<file path="src/rtl/main_control_unit_pkg.sv">
// Shared opcode, ALUop, ALUctr and funct constants plus the control-word type for main_control_unit.
`default_nettype none

package main_control_unit_pkg;

   localparam logic [5:0] OP_RTYPE = 6'b000000;
   localparam logic [5:0] OP_ORI   = 6'b001101;
   localparam logic [5:0] OP_LW    = 6'b100011;
   localparam logic [5:0] OP_SW    = 6'b101011;
   localparam logic [5:0] OP_BEQ   = 6'b000100;
   localparam logic [5:0] OP_J     = 6'b000010;

   localparam logic [2:0] ALUOP_ADD   = 3'b000;
   localparam logic [2:0] ALUOP_SUB   = 3'b001;
   localparam logic [2:0] ALUOP_OR    = 3'b010;
   localparam logic [2:0] ALUOP_AND   = 3'b011;
   localparam logic [2:0] ALUOP_FUNCT = 3'b100;

   localparam logic [2:0] ALUCTR_ADD = 3'b000;
   localparam logic [2:0] ALUCTR_SUB = 3'b001;
   localparam logic [2:0] ALUCTR_AND = 3'b010;
   localparam logic [2:0] ALUCTR_OR  = 3'b011;
   localparam logic [2:0] ALUCTR_SLT = 3'b100;

   localparam logic [3:0] FUNCT_ADD = 4'b0000;
   localparam logic [3:0] FUNCT_SUB = 4'b0010;
   localparam logic [3:0] FUNCT_AND = 4'b0100;
   localparam logic [3:0] FUNCT_OR  = 4'b0101;
   localparam logic [3:0] FUNCT_SLT = 4'b1010;

   typedef struct packed {
      logic       regDst;
      logic       ALUsrc;
      logic       memToReg;
      logic       regWrite;
      logic       memWrite;
      logic       branch;
      logic       jump;
      logic       extop;
      logic [2:0] ALUop;
   } ctrl_t;

   function automatic logic funct_legal(input logic [3:0] f);
      return (f == FUNCT_ADD) || (f == FUNCT_SUB) || (f == FUNCT_AND) ||
             (f == FUNCT_OR)  || (f == FUNCT_SLT);
   endfunction

endpackage

`default_nettype wire

</file>
<file path="src/rtl/main_control_unit_alu_control.sv">
// alu_control: combinational ALUop/funct to ALUctr decode.
`default_nettype none

module alu_control
   import main_control_unit_pkg::*;
(
   input  logic [2:0] ALUop,
   input  logic [5:0] funct,
   output logic [2:0] ALUctr
);

   // Only funct[3:0] carries operation information.
   logic w_unused_funct;
   assign w_unused_funct = ^funct[5:4];

   always_comb begin
      ALUctr = ALUCTR_ADD;
      if (ALUop[2]) begin
         case (funct[3:0])
            FUNCT_ADD: ALUctr = ALUCTR_ADD;
            FUNCT_SUB: ALUctr = ALUCTR_SUB;
            FUNCT_AND: ALUctr = ALUCTR_AND;
            FUNCT_OR:  ALUctr = ALUCTR_OR;
            FUNCT_SLT: ALUctr = ALUCTR_SLT;
            default:   ALUctr = ALUCTR_ADD;
         endcase
      end else begin
         case (ALUop)
            ALUOP_ADD: ALUctr = ALUCTR_ADD;
            ALUOP_SUB: ALUctr = ALUCTR_SUB;
            ALUOP_OR:  ALUctr = ALUCTR_OR;
            ALUOP_AND: ALUctr = ALUCTR_AND;
            default:   ALUctr = ALUCTR_ADD;
         endcase
      end
   end

endmodule

`default_nettype wire

</file>
<file path="src/rtl/main_control_unit.sv">
// main_control_unit: registered MIPS-style main decoder; optional MAIN_CTRL_ILLEGAL_EN adds an illegal-encoding flag.
`default_nettype none

module main_control_unit
   import main_control_unit_pkg::*;
(
   input  logic       clk,
   input  logic       rst_n,
   input  logic [5:0] OP,
   input  logic [5:0] funct,
   output logic       jump,
   output logic       extop,
   output logic       branch,
   output logic       memWrite,
   output logic       memToReg,
   output logic       ALUsrc,
   output logic       regWrite,
   output logic       regDst,
   output logic [2:0] ALUop,
`ifdef MAIN_CTRL_ILLEGAL_EN
   output logic       illegal,
`endif
   output logic [2:0] ALUctr
);

   ctrl_t      w_ctrl;
   logic [2:0] w_aluctr;

   always_comb begin
      w_ctrl = '0;
      case (OP)
         OP_RTYPE: w_ctrl = '{regDst: 1'b1, regWrite: 1'b1, ALUop: ALUOP_FUNCT, default: '0};
         OP_ORI:   w_ctrl = '{ALUsrc: 1'b1, regWrite: 1'b1, ALUop: ALUOP_OR, default: '0};
         OP_LW:    w_ctrl = '{ALUsrc: 1'b1, memToReg: 1'b1, regWrite: 1'b1, extop: 1'b1,
                              ALUop: ALUOP_ADD, default: '0};
         OP_SW:    w_ctrl = '{ALUsrc: 1'b1, memWrite: 1'b1, extop: 1'b1, ALUop: ALUOP_ADD,
                              default: '0};
         OP_BEQ:   w_ctrl = '{branch: 1'b1, extop: 1'b1, ALUop: ALUOP_SUB, default: '0};
         OP_J:     w_ctrl = '{jump: 1'b1, ALUop: ALUOP_ADD, default: '0};
         default:  w_ctrl = '0;
      endcase
   end

   // ALUctr is computed from the unregistered ALUop so it lands in the same cycle as the rest.
   alu_control u_alu_control (
      .ALUop  (w_ctrl.ALUop),
      .funct  (funct),
      .ALUctr (w_aluctr)
   );

`ifdef MAIN_CTRL_ILLEGAL_EN
   logic w_illegal;

   always_comb begin
      w_illegal = 1'b0;
      case (OP)
         OP_RTYPE:                          w_illegal = !funct_legal(funct[3:0]);
         OP_ORI, OP_LW, OP_SW, OP_BEQ, OP_J: w_illegal = 1'b0;
         default:                           w_illegal = 1'b1;
      endcase
   end

   always_ff @(posedge clk or negedge rst_n) begin
      if (!rst_n) begin
         illegal <= 1'b0;
      end else begin
         illegal <= w_illegal;
      end
   end
`endif

   always_ff @(posedge clk or negedge rst_n) begin
      if (!rst_n) begin
         regDst   <= 1'b0;
         ALUsrc   <= 1'b0;
         memToReg <= 1'b0;
         regWrite <= 1'b0;
         memWrite <= 1'b0;
         branch   <= 1'b0;
         jump     <= 1'b0;
         extop    <= 1'b0;
         ALUop    <= ALUOP_ADD;
         ALUctr   <= ALUCTR_ADD;
      end else begin
         regDst   <= w_ctrl.regDst;
         ALUsrc   <= w_ctrl.ALUsrc;
         memToReg <= w_ctrl.memToReg;
         regWrite <= w_ctrl.regWrite;
         memWrite <= w_ctrl.memWrite;
         branch   <= w_ctrl.branch;
         jump     <= w_ctrl.jump;
         extop    <= w_ctrl.extop;
         ALUop    <= w_ctrl.ALUop;
         ALUctr   <= w_aluctr;
      end
   end

endmodule

`default_nettype wire

</file>
<file path="config.mk">
export PLATFORM = sky130hd
export DESIGN_NAME = main_control_unit
export DESIGN_NICKNAME = d
export VERILOG_FILES = /design/src/rtl/main_control_unit_pkg.sv /design/src/rtl/main_control_unit_alu_control.sv /design/src/rtl/main_control_unit.sv
export SDC_FILE = /design/constraint.sdc
export NUM_CORES = 1
export LEC_CHECK = 0
export BUFFER_PORTS_ARGS = -buffer_cell sky130_fd_sc_hd__buf_2
export CORE_AREA = 2 2 39 41
export CTS_CLUSTER_DIAMETER = 50
export DETAILED_ROUTE_END_ITERATION = 16
export DIE_AREA = 0 0 41 43
export HOLD_SLACK_MARGIN = 0.15
export PLACE_DENSITY = 0.72
export SLEW_MARGIN = 20
export SYNTH_ARGS = -nofsm -noshare
export SYNTH_HDL_FRONTEND = slang
export SYNTH_SLANG_ARGS = --single-unit
</file>
<file path="constraint.sdc">
create_clock -name clk -period 1.5 [get_ports clk]
set_clock_uncertainty 0.15 [all_clocks]
set_input_delay 0.375 -clock clk [delete_from_list [all_inputs] [get_ports clk]]
set_output_delay 0.375 -clock clk [all_outputs]
set_load 0.01 [all_outputs]
</file>
==> impl_metrics.ini, run 1 <==
[floorplanning]
row_count = 14
dieWidth_um = 41
io_pins = 28
core_area_mm2 = 0.00138
die_area_mm2 = 0.00176
chipHeight_um = 43
initial_utilization = 0.373

[sta]
setup_viol = 0
timing.fmax_ghz = 0.772
finalSetupTns_ns = 0
timing.final.crit_share = 0.864
final.min_clock_period_ns = 1.30
slew_headroom = 0.834
timing_worst_slew_pin_value_ns = 0.246
number_of_pins_with_negative_max_slew_slack_in_the_final_report = 0
setup_repair_after_global_routing_missed_its_margin = false
timing_hold_violations_final = 0

[global_route]
first_global_vias = 368
grt_antenna_before_repair = 0
aggregate_global_route_resource_usage = 0.125
pin_count_of_the_biggest_net_entering_global_routing = 13
grt.overflow.total = 0
first_pass_grt_wire_length_um = 1440

[pwr]
vdd_drop_max_mv = 0.313
power_leakage_nw = 0.394
power_frac_clock = 0.322
switching_share = 0.228
cellInternalPower_mw = 0.446
logic_pwr_share = 0.110
power_frac_seq = 0.568
p_per_area_mw_per_mm2 = 852
switching_power_mw = 0.132

[synthesis]
netlist.area_leader.share = 0.581
syn_avg_cell_area_um2 = 11.7
library_cell_occupying_the_most_area_in_the_post_synthesis_netlist = sky130_fd_sc_hd__dfrtp_1
number_of_synthesis_warnings = 0
yosys_register_bits = 12
syn_inst = 44
synth.net_count = 58
synthDistinctLibCells = 19
synth_sequential_area_ratio = 0.581
netlist_area_um2 = 517
synth_area_leaders = sky130_fd_sc_hd__dfrtp_1 (58%), sky130_fd_sc_hd__nand3b_1 (4.4%), sky130_fd_sc_hd__nand4b_1 (3.4%), sky130_fd_sc_hd__nor3_4 (3.1%), sky130_fd_sc_hd__o41ai_2 (3.1%)

[finish]
fin_util = 0.491
layout.cells.most_common = sky130_fd_sc_hd__buf_2
mostFrequentLayoutCells = sky130_fd_sc_hd__buf_2 (25), sky130_fd_sc_hd__dfrtp_1 (12), sky130_fd_sc_hd__nor2_1 (4)
areaGrowthSynthToFinish_pct = 31.5
num_antenna_cells = 0
regArea_um2 = 300
post_route_cells_drive_above_1_share = 0.465
net_count_reported_at_finish = 87
filler_cell_count = 138
footprint_of_the_multi_input_gates_um2 = 190

[worst_setup_path]
worst_path_largest_cell_delay_ns = 0.37
critPathKind = register to output port
crit_arrival_ns = 0.77
critPathTopFamily = flip-flops
crit_path_depth = 1
timing.critical_path.cells = buf_2
highest_fanout_seen_on_the_critical_path = 2
slowest_stage_cell_cp = sky130_fd_sc_hd__dfrtp_1
crit_buf_inv = 1
start_kind = register
critical_path_required_ns = 0.97
critical_path.endpoint_type = output port

[place]
port-buffer-count = 25
place.detailed.hpwl_um = 716
gpl.final_weighted_congestion = 0.860

[route]
detail_route.drc_violations = 0
detailroute.via_count = 431
firstDrtPassIters = 2
via_to_cell_ratio = 4.95
wl_per_cell_um = 10.3
totalWireLength_um = 897
route.antenna.remaining_nets = 0
drtIter0Drc = 1

[cts]
cts_setup_buffers = 0
clk_path_buf_depth = 2
root_buffer = sky130_fd_sc_hd__clkbuf_4
clk_pin_slew_worst_paths_ns = 0.06
ctsHtreeMaxLevel = 1
cts_inserted_buffers = 3
cts_repair_resize_count = 0
cts_sinks = 12
cts_tree = yes

[job]
maxCapViolCount = 0

[min_path]
hold_path_depth = 2
worstHoldPathType = input port to register

[run_status]
result_of_the_run = finished, final reports clean
-- power by group through the flow --
stage	sequential [mW]	clock, mW	combinational (mW)
finish	0.329	0.186	0.0634
global route	0.329	0.202	0.0721
CTS	0.329	0.192	0.0642
detailed placement	0.335	0	0.0619
global placement	0.335	0	0.0601
floorplan	0.338	0	0.0186
-- layer usage --
layer	global-route usage	wire length, µm	up-vias
met1	0.140	342	206
met4	0.140	28	0
met2	0.188	486	12
li1	-	-	210
met3	0	40	3
met5	0	0	-
-- path summary, 6_finish.rpt --
path	start	end	slack [ns]
min in group asynchronous	rst_n	ALUctr[1]	0.35
max in group asynchronous	rst_n	ALUctr[0]	0.65
worst min-delay path	funct[3]	ALUctr[1]	0.19
worst max-delay path	ALUop[2]	ALUop[2]	0.20
-- registers in the layout, indices dropped and copies added (netlist names) --
| register | cells |
|---|---|
| ALUctr | 3 |
| memWrite | 1 |
| ALUop | 3 |
| extop | 1 |
| memToReg | 1 |
| ALUsrc | 1 |
| jump | 1 |
| regWrite | 1 |
-- metrics by stage --
stage	power (mW)	instance area (µm²)	setup WS, ns	instances	hold WS (ns)
6_report	0.579	679	0.204	87	0.185
5_1_grt	0.603	679	0.168	87	0.177
3_3_place_gp	0.395	647	0.103	83	0.102
2_1_floorplan	0.357	517	0.371	44	-0.0706
4_1_cts	0.585	679	0.191	87	0.175
3_5_place_dp	0.397	647	0.0928	83	0.106
-- kinds of logic after synthesis --
| kind of cell | after synthesis | synth area share |
|---|---|---|
| buf+inv | 5 | 0.0508 |
| flops | 12 | 0.581 |
| compound gates | 4 | 0.0654 |
| simple gates | 23 | 0.303 |
-- layout make-up --
cell class              instances  area share
clock buffers                   3      0.0331
inverters                       3      0.0166
repair buffers                 26       0.199
well taps                      16      0.0295
flip-flops and latches         12       0.442
multi-input cells              27       0.280
-- synth_stat cells --
library cell,instances
sky130_fd_sc_hd__o211ai_1,1
sky130_fd_sc_hd__nand2_1,1
sky130_fd_sc_hd__nor3_4,1
sky130_fd_sc_hd__nor3_1,2
sky130_fd_sc_hd__nand4_1,1
sky130_fd_sc_hd__nor3b_1,2
sky130_fd_sc_hd__buf_4,2
sky130_fd_sc_hd__nand3_1,2
sky130_fd_sc_hd__nand4b_1,2
sky130_fd_sc_hd__nand2b_1,1
sky130_fd_sc_hd__o41ai_2,1
sky130_fd_sc_hd__and3b_1,1
sky130_fd_sc_hd__nand3b_1,3
sky130_fd_sc_hd__and3_2,2
sky130_fd_sc_hd__nor3_2,1
sky130_fd_sc_hd__dfrtp_1,12
sky130_fd_sc_hd__nor2_1,4
sky130_fd_sc_hd__a21oi_1,2
sky130_fd_sc_hd__inv_1,3
-- repair_timing --
action | CTS | global route
endpoints found under the setup margin | 0 | 0
hold buffers | 1 | 0
hold endpoints to repair | 12 | 0
Note: power is estimated with default switching activity, not from simulation.
==> inputs of run 2 (changes only) <==
BUFFER_PORTS_ARGS = default   (was -buffer_cell sky130_fd_sc_hd__buf_2)
DONT_BUFFER_PORTS = 1   (was default)
PLACE_DENSITY = 0.54   (was 0.72)
==> impl_metrics.ini, run 2 (synthesis gave the netlist of run 1 again) <==
[pwr]
vdd_drop_max_mv = 0.273
p_per_area_mw_per_mm2 = 860
power_leakage_nw = 0.315
power.total_mw = 0.563

[worst_setup_path]
timing.critical_path.cells = dlygate4sd3_1 > and3_2 > nand3b_1
crit_arrival_ns = 1.30
critical_path.endpoint_type = register
critical_path_required_ns = 1.49
crit_buf_inv = 1
critPathTopFamily = buffers and inverters
highest_fanout_seen_on_the_critical_path = 5
worst_path_largest_cell_delay_ns = 0.58
slowest_stage_cell_cp = sky130_fd_sc_hd__dlygate4sd3_1
start_kind = input port
critPathKind = input port to register

[floorplanning]
core_area_mm2 = 0.00138
row_count = 14
initial_utilization = 0.373
die_area_mm2 = 0.00176
chipHeight_um = 43
dieWidth_um = 41
io_pins = 28

[sta]
setup_viol = 0
timing.final.crit_share = 0.877
final.min_clock_period_ns = 1.32
timing.fmax_ghz = 0.760
slew_headroom = 0.675
worst_slack_ns = 0.184
timing_worst_slew_pin_value_ns = 0.486
number_of_pins_with_negative_max_slew_slack_in_the_final_report = 0
finalSetupTns_ns = 0
timing_hold_violations_final = 0
setup_repair_after_global_routing_missed_its_margin = false

[route]
firstDrtPassIters = 2
wl_per_cell_um = 13.8
totalWireLength_um = 991
detailroute.via_count = 377
detail_route.drc_violations = 0
route.antenna.remaining_nets = 0
drtIter0Drc = 4
via_to_cell_ratio = 5.24

[global_route]
aggregate_global_route_resource_usage = 0.127
grt_antenna_before_repair = 0
pin_count_of_the_biggest_net_entering_global_routing = 13
grt.overflow.total = 0
first_global_vias = 418
first_pass_grt_wire_length_um = 1560

[finish]
post_route_cells_drive_above_1_share = 0.143
num_antenna_cells = 0
areaGrowthSynthToFinish_pct = 26.6
fin_util = 0.473
mostFrequentLayoutCells = sky130_fd_sc_hd__dfrtp_1 (12), sky130_fd_sc_hd__dlygate4sd3_1 (11), sky130_fd_sc_hd__nor2_1 (4)
reg_top3 = ALUctr (3), ALUop (3)
layout.cells.most_common = sky130_fd_sc_hd__dfrtp_1
net_count_reported_at_finish = 72

[place]
gpl.final_weighted_congestion = 0.826
detailedPlace.worstSlack_ns = 0.248
port-buffer-count = 0

[job]
maxCapViolCount = 0

[cts]
ctsHtreeMaxLevel = 1
clk_pin_slew_worst_paths_ns = 0.07
cts_sinks = 12
cts_tree = yes
cts_inserted_buffers = 3
root_buffer = sky130_fd_sc_hd__clkbuf_4
cts_setup_buffers = 0
clk_path_buf_depth = 2

[run_status]
result_of_the_run = finished, final reports clean

[min_path]
worstHoldPathType = input port to register
-- run 2: changes by cell type in the layout (fill, tap and decap cells not counted), sizes merged --
cell / delta
dlygate4sd3: +10
buf: -25
-- run 2: metrics by stage --
stage	cells	area, µm²	hold WS, ns
after floorplan	44	517	-0.0706
after global placement	58	522	-0.0704
after detailed placement	58	522	-0.0703
after CTS	72	654	0.151
after global routing	72	654	0.160
final	72	654	0.161
-- run 2: report_power, final --
| part | internal, mW | switching (mW) | total, mW |
|---|---|---|---|
| Sequential | 0.328 | 0.00445 | 0.333 |
| Clock | 0.0923 | 0.0853 | 0.178 |
| Combinational | 0.0300 | 0.0225 | 0.0524 |
| Total | 0.450 | 0.112 | 0.563 |
-- run 2: path summary, 6_finish.rpt --
check / start / to / cells after the start
min in group asynchronous: rst_n / ALUop[0] / 1
max in group asynchronous: rst_n / memToReg / 1
min: OP[0] / memWrite / 2
max: OP[2] / ALUctr[0] / 3
-- run 2: cell type report --
type,instances,area (µm²)
Inverter,3,11.3
Fill cell,132,729
Sequential cell,12,300
Clock buffer,3,22.5
Tap cell,16,20.0
Multi-Input combinational cell,27,190
Timing Repair Buffer,11,110
-- run 2: layer usage --
layer,wire length (µm),track usage,up-vias
li1,-,-,181
met1,387,0.138,177
met2,492,0.203,19
met3,112,0.0366,0
met4,0,0.0800,0
met5,0,0,-
-- run 2: timing repair --
item / CTS / global route
hold buffers: 11 / 0
resized for setup: 0 / 0
endpoints found under the hold margin: 20 / 0
